### src/rtl/pixel_frame_loader_pkg.sv
// Shared constants and state encoding for the serial 3x3 binary pixel path.
package pixel_frame_loader_pkg;
  localparam int N_PIX = 9;
  localparam int IDX_W = 4;

  localparam logic [IDX_W-1:0] IDX_LAST = IDX_W'(N_PIX - 1);
  localparam logic [IDX_W-1:0] IDX_FULL = IDX_W'(N_PIX);

  typedef enum logic {
    S_FILL = 1'b0,
    S_FULL = 1'b1
  } state_t;
endpackage

### src/rtl/pixel_frame_loader.sv
// Collects a serial 3x3 binary frame into a fill buffer and hands it to a
// held output register with a valid/ack handshake toward the consumer.
module pixel_frame_loader
  import pixel_frame_loader_pkg::*;
#(
  parameter int FRAME_CNT_W = 8
) (
  input  logic                   clk,
  input  logic                   rst_n,
  input  logic                   pix_in,
  input  logic                   pix_valid,
  input  logic                   pix_sof,
  output logic                   pix_ready,
  output logic                   X_0,
  output logic                   X_1,
  output logic                   X_2,
  output logic                   X_3,
  output logic                   X_4,
  output logic                   X_5,
  output logic                   X_6,
  output logic                   X_7,
  output logic                   X_8,
  output logic                   frame_valid,
  input  logic                   frame_ack,
  output logic [FRAME_CNT_W-1:0] frame_cnt,
  output logic                   sync_err
);

  state_t             state;
  logic [N_PIX-1:0]   fill_buf;
  logic [N_PIX-1:0]   fill_next;
  logic [N_PIX-1:0]   out_reg;
  logic [IDX_W-1:0]   idx;
  logic               accept;

  assign pix_ready = (state == S_FILL);
  assign accept    = pix_valid && pix_ready;

  // Completed frame as it will look once the 9th pixel lands.
  always_comb begin
    fill_next            = fill_buf;
    fill_next[N_PIX-1]   = pix_in;
  end

  always_ff @(posedge clk or negedge rst_n) begin
    if (!rst_n) begin
      state       <= S_FILL;
      fill_buf    <= '0;
      out_reg     <= '0;
      idx         <= '0;
      frame_valid <= 1'b0;
      frame_cnt   <= '0;
      sync_err    <= 1'b0;
    end else begin
      sync_err <= 1'b0;
      case (state)
        S_FILL: begin
          // Consumption without a transfer empties the output; a transfer below overrides.
          if (frame_valid && frame_ack) frame_valid <= 1'b0;
          if (accept) begin
            if (pix_sof) begin
              fill_buf[0] <= pix_in;
              idx         <= IDX_W'(1);
              if (idx != '0) sync_err <= 1'b1;
            end else if (idx == '0) begin
              sync_err <= 1'b1;
            end else if (idx == IDX_LAST) begin
              fill_buf <= fill_next;
              if (!frame_valid || frame_ack) begin
                out_reg     <= fill_next;
                frame_valid <= 1'b1;
                frame_cnt   <= frame_cnt + 1'b1;
                idx         <= '0;
              end else begin
                idx   <= IDX_FULL;
                state <= S_FULL;
              end
            end else begin
              fill_buf[idx] <= pix_in;
              idx           <= idx + 1'b1;
            end
          end
        end
        S_FULL: begin
          // frame_valid is necessarily set here, so the ack always drains into a transfer.
          if (frame_ack) begin
            out_reg   <= fill_buf;
            frame_cnt <= frame_cnt + 1'b1;
            idx       <= '0;
            state     <= S_FILL;
          end
        end
        default: state <= S_FILL;
      endcase
    end
  end

  assign {X_8, X_7, X_6, X_5, X_4, X_3, X_2, X_1, X_0} = out_reg;

endmodule

### config.mk
export PLATFORM = sky130hd
export DESIGN_NAME = pixel_frame_loader
export DESIGN_NICKNAME = d
export VERILOG_FILES = /design/src/rtl/pixel_frame_loader_pkg.sv /design/src/rtl/pixel_frame_loader.sv
export SDC_FILE = /design/constraint.sdc
export NUM_CORES = 1
export LEC_CHECK = 0
export CORE_ASPECT_RATIO = 0.9
export CORE_MARGIN = 3
export CORE_UTILIZATION = 35
export DETAILED_ROUTE_END_ITERATION = 7
export PLACE_DENSITY = 0.58
export SLEW_MARGIN = 20
export SYNTH_ARGS = -nofsm -noshare
export SYNTH_HDL_FRONTEND = slang
export SYNTH_SLANG_ARGS = --single-unit
### constraint.sdc
create_clock -name clk -period 2.25 [get_ports clk]
set_input_delay 0.3375 -clock clk [delete_from_list [all_inputs] [get_ports clk]]
set_output_delay 0.3375 -clock clk [all_outputs]
set_load 0.01 [all_outputs]
# After elaboration in Yosys (flattened, before gate mapping)
# Cells that the tools add are included.
[word_totals]
reg_bits = 33
input_bits = 6
output_inout_bits = 20
wordCells = 84
[classes]
n_addsub = 2
magnitude_cmp = 2
eq_ne = 10
n_mux = 45
n_bitwise = 4
n_reduce_logical = 12
[ops]
columns = ["cell", "n"]
rows = [
  ["$mux 9", 7],
  ["$mux 8", 6],
  ["$mux 4", 6],
  ["$mux 1", 20],
  ["$pmux 9 s2", 1],
  ["$pmux 8 s2", 1],
  ["$ne 2x2->1 const B", 5],
  ["$bwmux 9", 1],
  ["$add 8x1->8 const B", 1],
  ["$pmux 4 s2", 1],
  ["$reduce_and 4->1", 2],
  ["$ne 2x1->1 const B", 3],
  ["$reduce_and 6->1", 1],
  ["$lt 4x5->1 const B", 1],
  ["$reduce_and 5->1", 1],
  ["$add 4x1->4 const B", 1],
  ["$demux 1 s4", 1],
  ["$eq 4x4->1 const B", 1],
  ["$ge 4x1->1 const B", 1],
  ["$logic_not 4->1", 1],
  ["$not 1->1", 4],
  ["$reduce_bool 4->1", 1],
  ["$logic_and 1x1->1", 3],
  ["$ne 3x3->1 const B", 1],
  ["4 further kinds", 4],
]

# Longest topological paths before layout
# Gate-level depths: netlist of the first run.
[depth]
word_depth = 8
depth_mapped = 7
depth_no_buf = 7

# Worst setup path before layout of the first run
# Ideal clock, no wire load.
[synth_path]
kind = "register to register"
from = "register idx[0]"
to = "register fill_buf[8]"
setup_ps = 125
arrival_ps = 1612
t_required_ps = 2125
path_slack_ps = 513
stages_incl_launch_ff = 8
n_path_buf = 0
period_less_slack_ps = 1737
path_cell_list = "dfrtp_1 -> inv_1 -> ha_1 -> nand2b_1 -> or2_2 -> ha_1 -> nand3_1 -> mux2_2"
[synth_between]
elab_chain_cells = 6
elab_cells_between_ends = 11
classes_between = "2 x order compare; 1 x eq/ne; 4 x mux; 1 x bitwise; 3 x reduce/logical"
[synth_lines]
columns = ["item", "line_no", "source"]
rows = [
  ["start: declaration", "pixel_frame_loader.sv:33", "logic [IDX_W-1:0] idx;"],
  ["start signal: assignment", "pixel_frame_loader.sv:80", "idx <= idx + 1'b1;"],
  ["$lt 4x5->1 (implied by the code) / $ge 4x1->1 (equally long branches)", "pixel_frame_loader.sv:79", "fill_buf[idx] <= pix_in;"],
  ["$logic_and 1x1->1 (implied by the code)", "pixel_frame_loader.sv:79", ""],
  ["$mux 1 (implied by the code)", "pixel_frame_loader.sv:79", ""],
  ["$demux 1 s4", "pixel_frame_loader.sv:79", ""],
  ["$bwmux 9", "pixel_frame_loader.sv:79", ""],
  ["$mux 9", "pixel_frame_loader.sv:67", "end else if (idx == IDX_LAST) begin"],
  ["end signal: assignment", "pixel_frame_loader.sv:68", "fill_buf <= fill_next;"],
  ["end signal: indexed assignment", "pixel_frame_loader.sv:79", ""],
  ["end: declaration", "pixel_frame_loader.sv:30", "logic [N_PIX-1:0] fill_buf;"],
]
# Parallel ways exist; a longest one is shown, timed or not. The select of a mux whose other input is x is not followed.
# A chain may end at the register's enable or synchronous reset.

# Final worst setup path of the first run
[layout_path]
from = "register state"
to = "output port pix_ready"
[layout_between]
elab_chain_cells = 1
[layout_lines]
columns = ["item", "line_no", "source"]
rows = [
  ["start: declaration", "pixel_frame_loader.sv:29", "state_t state;"],
  ["start signal: assignment", "pixel_frame_loader.sv:47", "state <= S_FILL;"],
  ["start signal: assignment", "pixel_frame_loader.sv:76", "state <= S_FULL;"],
  ["start signal: assignment", "pixel_frame_loader.sv:90", "state <= S_FILL;"],
  ["$not 1->1 (no source line)", "-", ""],
  ["end: declaration", "pixel_frame_loader.sv:13", "output logic pix_ready,"],
]
# Every way passes these cells.

==> metrics.txt, run 1 <==
FF/Latch Area=825.8 um2; syn avg cell area=11.70 um2; GPL Wtd Cong=0.8795; register area share after synthesis=49.70%; CP endpoint=pix_ready; Resized Gates After CTS=0; Post-synth EDFFs=0; largest net degree at the start of global routing=34; Die Y-Extent=71.37 um; fin nets=183; Synth Area in Compound Gates=6.777%; RSZ-0062 raised after global routing=no; Period minus WS final=1974 ps; vias per cell=4.756; Initial DRC Count=41; Layout area overhead=25.90%; final setup margin=275.9 ps; num rows=23; LEAKAGE=0.9495 nW; worst slack, placed=182.7 ps; TritonCTS buffer count=5; Worst slew margin=59.76%; Crit Path Max Fanout=15; Crit-path slowest cell=dfrtp_1; skew final=6.866 ps; setup bufs post-CTS=0; Sinks on Clock Net=33; FF-to-FF path depth=6; crit path launch type=flip-flop; most used routing layer=met2; Least-Margin Pin Slew=603.6 ps; initial cell density of the core=36.78%; core area=0.004518 mm2; adder-cell share of the synthesized area=4.518%; First-pass DRT Iterations=4; synthesized cell area=0.001662 mm2; Fin. Hold Viols=0; peak supply drop=0.0004038 V; GR Util met1=17.66%; Via Count=1113; initial antenna violation count=0; Avg WL per Cell=14.19 um; met3 track demand over resource=4.523%; YS warnings=0; GRT Total Usage=13.14%; Ports=26; Critical path origin=state; main flop type after synthesis=dfrtp_1; simple-gate portion of the synthesized area=18.07%; reg2reg start=idx[0]; H-tree levels=2; Synth Instances=142; Critical Path, Cell by Cell=inv_1 > clkdlybuf4s50_1; main combinational cell family by area after synthesis=simple AND/OR/NAND/NOR gates; die area=0.005611 mm2; final wirelength=3321 um; n_diodes=0; Yosys cell types=36; Arrival @ worst endpoint=1640 ps; Synth Register Bits=33; area of the multi-input gates=795.8 um2; chip width=78.63 um; Min-Delay Path Class=primary input to asynchronous set/reset pin; net count after synthesis=154; fin crit share=87.74%; Remaining Overflow, GRT=0; Max Root-Sink Buffers=2; Max stage delay on crit path=730 ps; first-pass GRT wire length=5713 um; worst path required time=1910 ps; CTS hold repair buffers=0; layout cell share with drive strength beyond 1=18.60%; status=finished, final reports clean; R2R Setup Slk=300 ps; root buffer cell=clkbuf_8; Core Util, Final=46.30%; DP HPWL=2383 um; reported max-cap violation count=0; fillers=415; WS Path Type=flip-flop to output pin; Worst-path clk slew=70 ps; Routed Antenna Nets=0; total power=1.678 mW; Pwr Density=801.9 mW/mm2; Final Max Slew Viols=0; hold_ws=459.2 ps; count of input and output buffers=25; CTS tree=yes; Final Setup Violations=0; critical path endpoint category=output pin; met2 usage=19.23%; Synth Area in XOR/XNOR=3.690%; ys async rst share=100.0%; fmax=506.6 MHz; post-synthesis mux area share=14.83%; TNS Setup=0 ps; R2R Path End=out_reg[5]; vias in the first global route=1151; clock latency at the later pin of the worst-skew pair=290 ps; drc violations=0
==> per-layer routing <==
metal,vias up,wire length (um)
met2,20,1419
met5,-,0
met3,5,155
met1,533,1681
li1,555,-
met4,0,63
==> metrics by stage <==
stage | cell area [um2] | instances
2_1_floorplan | 1662 | 142
3_3_place_gp | 1976 | 226
3_5_place_dp | 1976 | 226
4_1_cts | 2092 | 234
5_1_grt | 2092 | 234
6_report | 2092 | 234
==> layout by cell type, fill, tap and decap left out, types with 2 or more instances in the layout <==
cell type,instances
a21oi_1,3
and2_1,2
and3_1,2
clkbuf_8,6
clkdlybuf4s50_1,25
dfrtp_1,33
ha_1,6
inv_1,5
mux2_2,9
mux2_4,9
nand2_1,14
nand2b_1,2
nand3_1,6
nand4_1,3
nor2_1,4
nor2b_1,2
nor3_1,6
nor4b_2,2
o21ai_0,7
o21ai_1,2
xor2_1,7
==> kinds of logic (layout without fill, tap and decap cells) <==
kind of cell	after synthesis	count (layout)
AND/OR/NAND/NOR	51	51
flip-flops	33	33
multiplexers	19	19
AO/OA/AOI/OAI	17	17
buffers and inverters	9	39
XOR/XNOR	7	7
adder cells (fa/ha/maj)	6	6
==> worst max-delay path: cells and delay by family, from the launching register on <==
kind | cells | cell delay (ps)
flops | 1 | 730
buf+inv | 2 | 630
==> cells in the mapped netlist, types with 2 or more instances <==
library cell	instances	area, um2
o21ai_1	2	10.01
dfrtp_1	33	825.8
mux2_2	9	101.4
nand3_1	6	30.03
mux2_4	9	135.1
nor2_1	4	15.01
a21oi_1	3	15.01
buf_2	2	10.01
and3_1	2	12.51
xor2_1	7	61.31
ha_1	6	75.07
nor3_1	6	30.03
nor2b_1	2	12.51
nand2_1	14	52.55
o21ai_0	7	35.03
and2_1	2	12.51
nand2b_1	2	12.51
inv_1	5	18.77
nand4_1	3	18.77
nor4b_2	2	30.03
==> worst min path at each step <==
stage	start	endpoint	slack (ps)	cells after the start
after floorplan	rst_n	fill_buf[0]	40	0
after global placement	frame_cnt[7]	frame_cnt[7]	460	1
after detailed placement	frame_cnt[7]	frame_cnt[7]	470	1
after CTS	rst_n	out_reg[0]	460	2
after global routing	frame_cnt[7]	frame_cnt[7]	490	1
final	rst_n	out_reg[0]	460	2
==> power by group <==
group | total (mW) | switching [mW] | leakage, nW | internal [mW]
clock | 0.578 | 0.217 | 0.0585 | 0.361
sequential | 0.758 | 0.0781 | 0.439 | 0.680
combinational | 0.341 | 0.163 | 0.452 | 0.178
==> cell type report <==
| cell class | count | share of cell area, % |
|---|---|---|
| flip-flops and latches | 33 | 39.47 |
| multi-input cells | 100 | 38.04 |
| repair buffers | 26 | 12.32 |
| clock buffers | 7 | 4.127 |
| well taps | 62 | 3.708 |
| clock inverters | 1 | 1.435 |
| inverters | 5 | 0.8971 |
Note: power is estimated with default switching activity, not from simulation.
==> run 2, diff against run 1 <==
==> constraint.sdc (replaced) <==
create_clock -name clk -period 2.25 [get_ports clk]
set_input_delay 0.45 -clock clk [delete_from_list [all_inputs] [get_ports clk]]
set_output_delay 0.45 -clock clk [all_outputs]
set_load 0.01 [all_outputs]
==> metrics.txt, run 2 (same netlist as run 1, synthesis figures left out) <==
Core Util, Final=47.19%; Arrival @ worst endpoint=2090 ps; TNS Setup=0 ps; peak supply drop=0.0003276 V; fin nets=186; largest net degree at the start of global routing=34; WS Path Type=flip-flop to flip-flop; TritonCTS buffer count=5; Routed Antenna Nets=0; die area=0.005611 mm2; skew final=4.852 ps; initial antenna violation count=0; critical path's top delay family=simple AND/OR/NAND/NOR gates; status=finished, final reports clean; first-pass GRT wire length=5975 um; Remaining Overflow, GRT=0; most frequent cells in the layout=33 x dfrtp_1, 25 x clkdlybuf4s50_1, 14 x nand2_1, 9 x mux2_4, 9 x mux2_2; Min-Delay Path Class=flip-flop to flip-flop; setup bufs post-CTS=0; Critical Path, Cell by Cell=inv_1 > ha_1 > and3b_1 > nor2_4 > nor2_8 > mux2_4; Die Y-Extent=71.37 um; Area after DPL=0.001998 mm2; Least-Margin Pin Slew=400.7 ps; Final Setup Violations=0; fin cells=237; GRT Total Usage=13.24%; Pwr Density=822.4 mW/mm2; final wirelength=3266 um; CTS hold repair buffers=0; num rows=23; fin crit share=85.73%; critical path endpoint category=flip-flop; H-tree levels=2; chip width=78.63 um; reported max-cap violation count=0; count of input and output buffers=25; vias in the first global route=1273; number of buffer and inverter stages on the critical path=1; GPL Wtd Cong=0.8391; Avg WL per Cell=13.78 um; leading cell type in the layout, fill and taps excluded=dfrtp_1; initial cell density of the core=36.78%; area of the multi-input gates=795.8 um2; CTS tree=yes; RSZ-0062 raised after global routing=no; Critical path origin=idx[0]; Ports=26; LEAKAGE=0.9740 nW; Crit-path slowest cell=dfrtp_1; layout cell share with drive strength beyond 1=20.57%; crit path launch type=flip-flop; n_diodes=0; drc violations=0; Max Root-Sink Buffers=2; Worst slew margin=72.52%; FF/Latch Area=825.8 um2; DP HPWL=2460 um; core area=0.004518 mm2; Crit Path Max Fanout=10; reg2reg start=idx[0]; Initial DRC Count=63; Final Max Slew Viols=0; root buffer cell=clkbuf_8; fillers=426; vias per cell=4.996; Sinks on Clock Net=33; dpl cells=229; fmax=518.4 MHz; Layout area overhead=28.31%; final instance area=0.002132 mm2; worst path required time=2410 ps; HP Start=frame_cnt[7]; First-pass DRT Iterations=4; Worst-path clk slew=70 ps; Period minus WS final=1929 ps; clock latency at the later pin of the worst-skew pair=280 ps; Via Count=1184; Fin. Hold Viols=0; Resized Gates After CTS=0; Max stage delay on crit path=440 ps
==> run 2: cell types whose count changed in the layout (fill, tap and decap cells not counted), sizes merged <==
cell,change
buf,+3
clkinv,+1
bufinv,+1
clkbuf,-2
==> run 2: final cells by class <==
cell class,instances,area share (%)
flip-flops and latches,33,38.73
clock inverters,3,3.052
well taps,62,3.639
clock buffers,5,3.228
inverters,5,0.8803
multi-input cells,100,37.32
repair buffers,29,13.15
==> run 2: path summary, 6_finish.rpt <==
check,slack (ps),cells past startpoint,to
max in group asynchronous,1380,2,idx[0]
setup / recovery,320,6,out_reg[5]
hold reg to reg,480,1,frame_cnt[7]
hold / removal,480,1,frame_cnt[7]
setup reg to reg,320,6,out_reg[5]
min in group asynchronous,580,2,out_reg[4]
==> run 2: where the power goes <==
part | total (mW) | internal, mW | switching, mW
clock network | 0.652 | 0.440 | 0.212
registers | 0.758 | 0.680 | 0.0783
logic | 0.343 | 0.180 | 0.163
==> run 2: metrics by stage <==
step | hold slack (ps) | worst slack (ps) | power, mW
4_1_cts | 487.9 | 297.7 | 1.780
3_5_place_dp | 475.3 | 135.0 | 1.117
6_report | 479.3 | 321.0 | 1.753
2_1_floorplan | 154.4 | 512.9 | 0.9763
5_1_grt | 516.2 | 177.5 | 1.865
3_3_place_gp | 457.7 | 164.1 | 1.098
==> run 2: worst reg2reg max path, delay by kind of cell, from the launching register on <==
family / cells / cell delay [ps]
buf+inv: 1 / 110
mux: 1 / 330
flops: 1 / 440
simple gates: 3 / 690
fa+ha+maj: 1 / 240
==> run 2: per-layer routing <==
metal  vias up  global-route usage [%]  share of wire [%]  routed length (um)
met3         4                   3.894                4.8                 158
met4         0                   4.466               0.98                  32
li1        561                       -                  -                   -
met5         -                       0                  0                   0
met1       590                   17.32                 47                1538
met2        29                   21.11                 47                1537
==> run 3, diff against run 2 <==
clock period = 1.93 ns   (was 2.25 ns; I/O delays follow)
==> metrics.txt, run 3 (same netlist as run 1, synthesis figures left out) <==
First-pass DRT Iterations=4; CTS hold repair buffers=0; crit path launch type=primary input; CTS tree=yes; worst path required time=2090 ps; Max Root-Sink Buffers=2; fillers=433; RSZ-0062 raised after global routing=no; R2R Setup Slk=170 ps; R2R Path End=fill_buf[8]; fin cells=245; setup bufs post-CTS=0; H-tree levels=2; Fin. Hold Viols=0; Worst slew margin=72.00%; hold_ws=491.1 ps; LEAKAGE=0.9910 nW; n_diodes=0; Period minus WS final=1777 ps; met2 usage=21.58%; Routed Antenna Nets=0; vias in the first global route=1263; WS Path Type=primary input to flip-flop; hold path depth=1; count of input and output buffers=25; Crit Path Max Fanout=10; clock latency at the later pin of the worst-skew pair=290 ps; Die Y-Extent=71.37 um; GR Util met1=19.37%; TNS Setup=0 ps; HP Start=frame_cnt[7]; chip width=78.63 um; Arrival @ worst endpoint=1940 ps; critical path's top delay family=simple AND/OR/NAND/NOR gates; peak supply drop=0.0004019 V; Final Setup Violations=0; initial cell density of the core=36.78%; DP HPWL=2644 um; Max stage delay on crit path=520 ps; met3 track demand over resource=4.020%; GRT Total Usage=14.39%; Avg WL per Cell=14.44 um; Min-Delay Path Class=flip-flop to flip-flop; leading cell type in the layout, fill and taps excluded=dfrtp_1; dpl cells=237; Crit-path slowest cell=clkdlybuf4s50_1; initial antenna violation count=0; critical path endpoint category=flip-flop; Ports=26; status=finished, final reports clean; Area after DPL=0.002058 mm2; hold path endpoint=frame_cnt[7]; TritonCTS buffer count=5; num rows=23; layout cell share with drive strength beyond 1=24.04%; Sinks on Clock Net=33; Via Count=1203; die area=0.005611 mm2; Layout area overhead=29.22%; reg2reg start=idx[0]; final instance area=0.002147 mm2; fin nets=194; Critical Path, Cell by Cell=clkdlybuf4s50_1 > nor2b_1 > o22ai_4 > nor2_8 > mux2_4; Resized Gates After CTS=0; Least-Margin Pin Slew=408.3 ps; most used routing layer=met2; fmax=562.9 MHz; FF-to-FF path depth=7; reported max-cap violation count=0; Final Max Slew Viols=0; GPL Wtd Cong=0.8252; first-pass GRT wire length=6210 um; root buffer cell=clkbuf_8; Remaining Overflow, GRT=0; number of buffer and inverter stages on the critical path=1; Initial DRC Count=76; most frequent cells in the layout=33 x dfrtp_1, 25 x clkdlybuf4s50_1, 14 x nand2_1, 12 x buf_4; largest net degree at the start of global routing=34; skew final=10.25 ps; vias per cell=4.910; final wirelength=3539 um; drc violations=0; Pwr Density=859.3 mW/mm2; Critical path origin=pix_valid; core area=0.004518 mm2; fin crit share=92.05%; Worst-path clk slew=70 ps
==> run 3: cell count changes in the layout (fill, tap and decap cells not counted), sizes merged <==
cell / delta
bufinv: -2
clkinv: +1
buf: +8
clkbuf: +1
==> run 3: final cells by class <==
class	instances	area, um2	share of cell area [%]
clock buffers	6	72.57	3.380
inverters	5	18.77	0.8741
clock inverters	2	10.01	0.4662
multi-input cells	100	802.0	37.35
flip-flops and latches	33	825.8	38.46
repair buffers	37	340.3	15.85
well taps	62	77.57	3.613
==> run 3: metal layers <==
layer	vias up	wire length, um	share of wire (%)
met2	43	1639	46
met1	568	1626	46
met3	11	202	5.7
met5	-	0	0
li1	581	-	-
met4	0	70	2.0
==> run 3: worst reg2reg max path, cell delays in order, from the launching register on <==
cell and delay [ps]:
dfrtp_1 380, inv_1 80, ha_1 240, nand2b_1 90, or2_2 280, ha_1 180
nand3_1 80, mux2_2 330
==> run 3: worst max path at each step <==
stage	slack, ps	end	depth (start not counted)
floorplan	190	fill_buf[8]	7
global placement	-140	frame_cnt[7]	6
detailed placement	-190	frame_cnt[7]	6
CTS	80	frame_cnt[7]	6
global route	20	frame_cnt[7]	7
finish	150	out_reg[5]	5
==> run 3: power breakdown <==
part           internal (mW)  total (mW)  switching (mW)
combinational          0.254       0.478           0.224
clock                  0.250       0.503           0.253
sequential             0.793       0.864          0.0714
==> run 3: per-stage QoR <==
step	total power [mW]	worst slack [ps]	utilization, %
floorplan	1.138	192.9	-
global placement	1.334	-135.7	45.56
detailed placement	1.359	-194.1	45.56
CTS	1.869	81.41	47.38
global route	1.964	23.40	47.52
finish	1.845	153.4	47.52
==> edit 1: new RTL, flow settings as in run 2 <==
Make the reset (`rst_n`) synchronous in one clocked block.
--- a/src/rtl/pixel_frame_loader.sv
+++ b/src/rtl/pixel_frame_loader.sv
@@ -42,7 +42,7 @@
     fill_next[N_PIX-1]   = pix_in;
   end
 
-  always_ff @(posedge clk or negedge rst_n) begin
+  always_ff @(posedge clk) begin
     if (!rst_n) begin
       state       <= S_FILL;
       fill_buf    <= '0;
Behaviour: differs if rst_n is asserted again (counterexample within 4 cycles, from zero or initial values and one cycle with rst_n low); with rst_n held inactive, the same outputs for 10 cycles.
==> edit 1 against run 2 <==
- final area rose by 2.8%
- area after synthesis rose by 6.0%
- sequential cell count did not move
- core utilization fell by 0.20 points
- setup slack improved by 22 ps
- cell count rose by 23%
- register-to-register slack improved by 60 ps
- routed wire length rose by 18%
- critical path type is now flop to output pin
- critical endpoint is now pix_ready
Power is not compared: it rests on default switching activity, and its combinational part moved more than twofold at a synthesized area within 25%.
==> edit 1: results (changes against run 2) <==
Reg2Reg Depth 7 (+1); largest net degree at the start of global routing 14 (-59%); post-synthesis adder-cell area fraction 0.04261 (-0.002567); Post-Synth XOR/XNOR Area 0.02983 (-0.007068); share of cells above drive strength 1 0.1565 (-0.04919); outcome completed; Post-synth ARST share 0 (-1.000); Iteration-0 DRC Markers 101 (+60%); Critical R2R Capture out_reg[2]; Syn Inst Count 199 (+40%); filler cell count in the final layout 492 (+15%); R2R setup slack 380 ps (+60 ps); clk_lat worst skew about 290 ps; GRT Overall Usage 0.1507 (+0.01830); WL per Instance 13.23 microns (-4.0%); hold path cells 2 (+1); Yosys cell types 39 (+8.3%); top cells by area, synth dfxtp_1 38%, mux2i_1 6.8%, mux2_2 5.1%; worst flop-to-flop path startpoint idx[0]; syn nets 211 (+37%); synth cell count leaders 33 x dfxtp_1, 21 x nand2_1, 19 x nor2_1; mux share of post-synthesis cell area 0.1193 (-0.02903); WHS Endpoint fill_buf[7]; Post-synth top flop dfxtp_1; fin nets 241 (+30%); clock skew 7.065 ps (+2.213 ps); worst hold start fill_buf[7]; Worst Tran Pin Value 467.7 ps (+66.94 ps); Final HPWL DP 2818 microns (+15%); number of global-route vias before repair 1373 (+7.9%); vias post-DR 1474 (+24%); dpl cells 284 (+24%); Synth Area in Compound Gates 0.1108 (+0.04302)
==> edit 1: routing by layer <==
metal  vias to the layer above  GRT usage  part of all wire
met3                         8    0.04044             0.034
met2                        25     0.2068              0.42
met5                         -          0                 0
met1                       685     0.2165              0.52
li1                        756          -                 -
met4                         0    0.07317             0.022
==> edit 1: per-stage QoR <==
stage / hold WS (ps) / instance area, sq um / setup WS [ps]
6_report: 478.9 / 2191 / 342.5
5_1_grt: 516.3 / 2191 / 191.8
4_1_cts: 481.1 / 2191 / 327.7
3_5_place_dp: 471.8 / 2090 / 182.5
3_3_place_gp: 460.3 / 2090 / 221.5
2_1_floorplan: 447.9 / 1762 / 601.1
==> edit 1: worst max path at each step <==
| stage | slack [ps] | end | start |
|---|---|---|---|
| after detailed placement | 180 | out_reg[2] | pix_valid |
| after CTS | 330 | pix_ready | state |
| after global placement | 220 | out_reg[6] | pix_valid |
| after global routing | 190 | out_reg[3] | idx[0] |
| after floorplan | 600 | out_reg[7] | idx[0] |
| final | 340 | pix_ready | state |
==> edit 1: layout make-up <==
cell class	count	area [sq um]	area share
Multi-Input combinational cell	152	1030	0.4700
Sequential cell	33	660.6	0.3015
Timing Repair Buffer	32	302.8	0.1382
Clock buffer	7	96.34	0.04397
Tap cell	62	77.57	0.03541
Inverter	5	18.77	0.008567
Clock inverter	1	5.005	0.002284
==> edit 1: critical path, cell delays in order (launching register included) <==
cell and delay, ps:
dfxtp_1 380, inv_2 210, clkdlybuf4s50_1 580
==> edit 1: power by group through the flow <==
stage	clock network [mW]	logic (mW)	registers [mW]
5_1_grt	0.547	0.103	0.593
3_3_place_gp	0	0.0926	0.606
2_1_floorplan	0	0.0571	0.605
6_report	0.504	0.0930	0.592
4_1_cts	0.519	0.0936	0.592
3_5_place_dp	0	0.0935	0.606
==> edit 2: new RTL, flow settings as in run 2 <==
Without the edit above. Set the package constant `IDX_W` to 5 (it was 4).
--- a/src/rtl/pixel_frame_loader_pkg.sv
+++ b/src/rtl/pixel_frame_loader_pkg.sv
@@ -1,7 +1,7 @@
 // Shared constants and state encoding for the serial 3x3 binary pixel path.
 package pixel_frame_loader_pkg;
   localparam int N_PIX = 9;
-  localparam int IDX_W = 4;
+  localparam int IDX_W = 5;
 
   localparam logic [IDX_W-1:0] IDX_LAST = IDX_W'(N_PIX - 1);
   localparam logic [IDX_W-1:0] IDX_FULL = IDX_W'(N_PIX);
Function: same outputs for any inputs over 10 cycles, from zero or initial values and one cycle with rst_n low; that may be too few to reach the edited logic, so the function may still have changed.
==> edit 2 against run 2 <==
- total power grew 5.9%
- clock power shrank 31%
- via count grew 3.1%
- area after synthesis grew 5.9%
- final area grew 3.1%
- clock skew shrank 0.86 ps
- routed wire length grew 4.8%
- setup slack lost 98 ps
- synthesized cell count grew 4.9%
- sequential cell count grew 1
- critical endpoint is now fill_buf[0]
==> edit 2: results (changes against run 2) <==
number of global-route vias before repair 1266 (-0.55%); Iteration-0 DRC Markers 51 (-19%); GRT Overall Usage 0.1308 (-0.001577); Final min period 2027 ps (+98.31 ps); outcome completed; R2R setup slack 220 ps (-100 ps); Reg area 850.8 sq um (+3.0%); Reg2Reg Depth 7 (+1); Final Routed Wirelength 3422 microns (+4.8%); CP max stage cell or4b_4; synth cell count leaders 34 x dfrtp_1, 16 x mux2_2, 9 x nand2_1; post-synthesis adder-cell area fraction 0.04979 (+0.004606); Critical R2R Capture fill_buf[0]; fin nets 196 (+5.4%); top cells by area, synth dfrtp_1 48%, mux2_2 10%, ha_1 5.0%; PwrDens 845.4 nW/um^2 (+2.8%); Final HPWL DP 2487 microns (+1.1%); slowest stage delay, CP 540 ps (+100 ps); Yosys cell types 39 (+8.3%); mux share of post-synthesis cell area 0.1344 (-0.01392); GP Congestion 0.8520 (+1.5%); syn nets 162 (+5.2%); static leakage 0.9964 nW (+2.3%); Max FO, Critical Path 7 (-3); Comb power frac 0.301 (+0.105); minimum hold slack 472.5 ps (-6.793 ps); Clock Power 0.448 mW (-31%); share of cells above drive strength 1 0.2446 (+0.03885); placement-stage cell area 2106 sq um (+5.4%); post-synthesis sequential area ratio 0.4836 (-0.01335); Place WS 96.35 ps (-38.62 ps); Worst Tran Pin Value 450.7 ps (+50.00 ps); clock skew 3.987 ps (-0.8650 ps); Synth Area in Compound Gates 0.07326 (+0.005486)
[edit 2: cell families after synthesis]
family | after synthesis
AOI/OAI and AO/OA | 17
buffers and inverters | 14
and+or+nand+nor | 49
adders and majority gates | 7
DFF | 34
muxes | 20
xor gates and xnor gates | 8
[edit 2: layout make-up]
class / instances / area share
Clock buffer: 7 / 0.03929
Sequential cell: 34 / 0.3872
Timing Repair Buffer: 35 / 0.1481
Tap cell: 62 / 0.03531
Multi-Input combinational cell: 101 / 0.3776
Clock inverter: 1 / 0.002278
Inverter: 6 / 0.01025
[edit 2: worst register-to-register path, cell delays in order, from the launching register on]
cell      delay [ps]
dfrtp_1          430
inv_1            110
ha_1             200
or4b_4           540
inv_1            110
ha_1             160
a211oi_2          40
mux2_1           320
[edit 2: layer usage]
metal,global-route usage,share of wire,up-vias,wire [microns]
met4,0.03940,0.0091,0,31
met2,0.1930,0.45,30,1544
met5,0,0,-,0
met1,0.1849,0.49,587,1669
li1,-,-,599,-
met3,0.04044,0.052,5,178
